[src/rtl/pdm_sample_deserializer.sv]
// PDM microphone front end: drives mic_clk, samples the 1-bit stream and
// assembles DATA_W-bit words. Optional macro DESER_DENSITY_EN: ones-density mode.
module pdm_sample_deserializer #(
    parameter int MCLK_HALF_DIV = 25,
    parameter int DATA_W        = 16,
    parameter bit LR_CHANNEL    = 1'b0,
    parameter int WIN_LOG2      = 6
) (
    input  logic              clock,
    input  logic              reset,
    input  logic              enable,
    input  logic              mic_data,
    output logic              mic_clk,
    output logic              lr_sel,
    output logic [DATA_W-1:0] data_out,
    output logic              done,
    output logic              busy
);

`ifdef DESER_DENSITY_EN
    localparam int N_SAMP = 2 ** WIN_LOG2;
`else
    localparam int N_SAMP = DATA_W;
`endif
    localparam int DIV_W = $clog2(MCLK_HALF_DIV);
    localparam int CNT_W = $clog2(N_SAMP);
    localparam logic [DIV_W-1:0] DIV_LAST = DIV_W'(MCLK_HALF_DIV - 1);
    localparam logic [CNT_W-1:0] BIT_LAST = CNT_W'(N_SAMP - 1);

    typedef enum logic {
        IDLE = 1'b0,
        RUN  = 1'b1
    } state_t;

    state_t             state;
    logic [DIV_W-1:0]   div;
    logic [CNT_W-1:0]   bitcnt;
    logic               sample_edge;
    logic               word_end;
    logic [DATA_W-1:0]  word_val;

`ifdef DESER_DENSITY_EN
    logic [WIN_LOG2:0]   ones;
    logic [WIN_LOG2:0]   total;
    logic [WIN_LOG2-1:0] sat;
`else
    logic [DATA_W-1:0]   shift;
    logic [DATA_W-1:0]   shifted;
`endif

    assign lr_sel = LR_CHANNEL;

    // Sample point is the last cycle of the mic_clk high phase
    always_comb begin
        sample_edge = (div == DIV_LAST) && mic_clk;
        word_end    = sample_edge && (bitcnt == BIT_LAST);
`ifdef DESER_DENSITY_EN
        total    = ones + {{WIN_LOG2{1'b0}}, mic_data};
        sat      = total[WIN_LOG2] ? {WIN_LOG2{1'b1}} : total[WIN_LOG2-1:0];
        word_val = DATA_W'(sat) << (DATA_W - WIN_LOG2);
`else
        shifted  = {shift[DATA_W-2:0], mic_data};
        word_val = shifted;
`endif
    end

    // Control FSM, clock divider, sample accumulator and output word register
    always_ff @(posedge clock) begin
        done <= 1'b0;
        if (reset) begin
            state    <= IDLE;
            mic_clk  <= 1'b0;
            div      <= '0;
            bitcnt   <= '0;
            data_out <= '0;
            busy     <= 1'b0;
`ifdef DESER_DENSITY_EN
            ones     <= '0;
`else
            shift    <= '0;
`endif
        end else begin
            unique case (state)
                IDLE: begin
                    mic_clk <= 1'b0;
                    div     <= '0;
                    bitcnt  <= '0;
`ifdef DESER_DENSITY_EN
                    ones    <= '0;
`else
                    shift   <= '0;
`endif
                    if (enable) begin
                        state <= RUN;
                        busy  <= 1'b1;
                    end
                end
                RUN: begin
                    // A word finishing on the same edge enable drops still completes
                    if (word_end) begin
                        data_out <= word_val;
                        done     <= 1'b1;
                    end
                    if (!enable) begin
                        state   <= IDLE;
                        busy    <= 1'b0;
                        mic_clk <= 1'b0;
                        div     <= '0;
                        bitcnt  <= '0;
`ifdef DESER_DENSITY_EN
                        ones    <= '0;
`else
                        shift   <= '0;
`endif
                    end else begin
                        if (div == DIV_LAST) begin
                            div     <= '0;
                            mic_clk <= ~mic_clk;
                        end else begin
                            div <= div + 1'b1;
                        end
                        if (sample_edge) begin
                            bitcnt <= word_end ? '0 : bitcnt + 1'b1;
`ifdef DESER_DENSITY_EN
                            ones   <= word_end ? '0 : total;
`else
                            shift  <= shifted;
`endif
                        end
                    end
                end
                default: state <= IDLE;
            endcase
        end
    end

endmodule
[config.mk]
export PLATFORM = sky130hd
export DESIGN_NAME = pdm_sample_deserializer
export DESIGN_NICKNAME = d
export VERILOG_FILES = /design/src/rtl/pdm_sample_deserializer.sv
export SDC_FILE = /design/constraint.sdc
export NUM_CORES = 1
export LEC_CHECK = 0
export ABC_AREA = 1
export CORE_MARGIN = 4
export CORE_UTILIZATION = 35
export CTS_BUF_LIST = sky130_fd_sc_hd__clkbuf_8 sky130_fd_sc_hd__clkbuf_16
export DETAILED_ROUTE_END_ITERATION = 7
export GPL_TIMING_DRIVEN = 0
export SLEW_MARGIN = 20
export SYNTH_ARGS = -nofsm -noshare
export SYNTH_HDL_FRONTEND = slang
export SYNTH_SLANG_ARGS = --single-unit
[constraint.sdc]
create_clock -name clock -period 1.6 [get_ports clock]
set_input_delay 0.24 -clock clock [delete_from_list [all_inputs] [get_ports clock]]
set_output_delay 0.24 -clock clock [all_outputs]
set_load 0.02 [all_outputs]
==> flow_summary.json <==
{
  "slowest_delay_ns": 0.61,
  "grt_max_degree": 14,
  "setup-tns-final_ns": 0,
  "boundaryPins": 24,
  "ys_seq_area_share_pct": 46.72,
  "postCtsHoldBufs": 0,
  "fin_crit_ns": 1.492,
  "final_nets": 289,
  "power_density_nw_per_um2": 859.6,
  "synth_common_cells": "nor2_1, nand2_1, dfxtp_1, inv_1, a22oi_1",
  "min_path_type": "reg -> reg",
  "synth_cell_types": 25,
  "grt_first_pass_wirelength_um": 6644,
  "holdPathStages": 1,
  "place_inst": 341,
  "yosys.area_share.simple_pct": 26.68,
  "setup_viol": 0,
  "cts.sinks": 44,
  "synth.top_cell.area_share_pct": 46.72,
  "r2r_cells": 8,
  "syn_inst": 249,
  "hold_viol_final": 0,
  "drt-pass1-iter-count": 4,
  "avgSynthCellArea_sq_um": 7.573,
  "grt_antenna_before_repair": 0,
  "ys_ff_latch": 44,
  "synthMuxAreaShare_pct": 0,
  "slowest_stage": "clkdlybuf4s50_1",
  "status": "finished clean",
  "via_per_inst": 4.463,
  "syn_to_final_growth_pct": 28.67,
  "fin_crit_sh_pct": 93.26,
  "leakagePower_nw": 1.099,
  "syn_nets": 257,
  "critPathKind": "reg -> out",
  "die_y_um": 81.40,
  "ys_warn_count": 0,
  "cp_max_fo": 2,
  "drv_cap": 0,
  "synth_flop_cell": "dfxtp_1",
  "clk_latency_ns": 0.30,
  "drive_gt1_share_pct": 14.54,
  "synth_top_family_by_area": "simple AND/OR/NAND/NOR gates",
  "fp.dieW_um": 81.40,
  "overflow": 0,
  "hold_start": "div[0]",
  "synth-compound-area-share_pct": 12.74,
  "drv_slew": 0,
  "r2r_end": "data_out[13]",
  "startpoint_type": "flop",
  "worstPathRequired_ns": 1.36,
  "io_buffers": 22,
  "num_rows": 26,
  "core_sq_um": 5172,
  "clk_path_buf_depth": 2,
  "fmax_ghz": 0.6701,
  "cts_tree": "built",
  "first_global_vias": 1472,
  "vias": 1571,
  "clock_tree.root_cell": "clkbuf_8",
  "worstSetupPathDepth": 1,
  "synthTopCellsByArea": "dfxtp_1, nor2_1, nand2_1",
  "die_area_sq_um": 6626,
  "hpwl_um": 2493,
  "totalWireLength_um": 4004,
  "place.gp.congestion": 0.7354,
  "crit_chain": "clkdlybuf4s50_1",
  "synth_xor_xnor_area_share_pct": 0.9290,
  "async_flop_share_pct": 0,
  "cts_made_buffers": 5,
  "stdcell_count": 352,
  "drt-initial-drc-count": 120,
  "reg2reg_from": "div[1]",
  "synth_fa_ha_area_share_pct": 2.654,
  "wl_per_cell_um": 11.38,
  "cp_top_family": "buffers and inverters",
  "drc": 0,
  "start_util_pct": 36.45,
  "netlist_area_sq_um": 1886,
  "fin_skew_ns": 0.008137,
  "endpoint_kind": "output pin",
  "vdd_drop_max_mv": 0.3134,
  "grt_usage_pct": 12.91,
  "clk_pin_slew_ns": 0.08,
  "hold_end": "div[0]",
  "h-tree-depth": 2,
  "synth-edff-count": 0,
  "antenna_cells": 0,
  "crit_arrival_ns": 1.25,
  "r2r_slack_ns": 0.13,
  "path_buf_inv": 1,
  "antenna_left": 0,
  "synth.most_common_cell": "nor2_1",
  "synth_top_area_cell": "dfxtp_1"
}
[per-stage QoR]
stage	hold WS [ns]	util [%]	setup WS, ns	power (mW)	instance area, sq um
after floorplan	0.3091	-	0.2577	1.231	1886
after detailed placement	0.4549	42.40	-0.2116	1.271	2193
after global placement	0.4476	42.40	-0.2238	1.270	2193
after CTS	0.4729	44.48	0.03688	2.101	2301
final	0.4461	46.90	0.1078	2.086	2426
after global routing	0.4664	46.90	-0.01442	2.162	2426
[how the worst max path moves through the flow]
stage                             from            to  slack, ns
after detailed placement        enable      shift[9]      -0.21
after global routing            div[1]   data_out[9]      -0.01
after CTS                       div[0]  data_out[10]       0.04
after floorplan                 div[0]     bitcnt[1]       0.26
final                     data_out[11]  data_out[11]       0.11
after global placement          enable     shift[14]      -0.22
[worst reg2reg max path, stage by stage (launching register included)]
cell and delay, ns:
dfxtp_2 0.34, inv_2 0.07, ha_4 0.14, nand2_4 0.05, nor2_4 0.16, nand4_4 0.25
clkbuf_16 0.25, nor2_1 0.09, nor2_1 0.05
[report_power, final]
group          internal, mW  switching [mW]
logic                0.0477          0.0698
clock network         0.457           0.381
registers              1.11          0.0163
[flip-flops by register name, indices dropped and copies added (netlist names)]
signal / count
data_out: 16
shift: 15
div: 5
bitcnt: 4
busy: 1
done: 1
mic_clk: 1
state: 1
[per-layer routing]
| layer | part of all wire [%] | vias up | routed length, um | track usage, % |
|---|---|---|---|---|
| li1 | - | 840 | - | - |
| met1 | 50 | 693 | 1984 | 16.92 |
| met2 | 44 | 32 | 1776 | 20.20 |
| met3 | 4.6 | 6 | 183 | 3.769 |
| met4 | 1.5 | 0 | 60 | 4.392 |
| met5 | 0 | - | 0 | 0 |
[cell families (layout without fill, tap and decap cells)]
logic type | Yosys count | after routing
AND/OR/NAND/NOR | 119 | 119
flip-flops | 44 | 44
AO/OA/AOI/OAI | 40 | 40
buffers and inverters | 39 | 72
adder cells (fa/ha/maj) | 4 | 4
XOR/XNOR | 2 | 2
other | 1 | 1
[placed cells by master, fill, tap and decap left out, types with 3 or more instances in the layout]
master,count
nor2_1,60
nand2_1,44
dfxtp_1,39
inv_1,22
clkdlybuf4s50_1,21
a22oi_1,16
o21ai_0,14
a21oi_1,6
dfxtp_2,5
clkbuf_8,5
nand2_4,4
buf_2,4
nand3_1,4
o21ai_1,4
inv_2,3
buf_6,3
ha_1,3
[timing repair]
action | 4_1_cts | 5_1_grt
pin swaps | 0 | 4
gates resized for setup | 2 | 21
cloned | 0 | 2
buffers inserted | 0 | 1
endpoints found under the setup margin | 1 | 20
[layout make-up]
cell class	instances	area, sq um
plain buffers	13	107.6
clock buffers	5	68.82
clock inverters	3	38.79
fillers	519	2746
inverters	26	97.59
multi-input cells	166	849.6
flip-flops and latches	44	887.1
well taps	70	87.58
repair buffers	25	289.0
No activity file was read; power rests on OpenSTA's default activity.
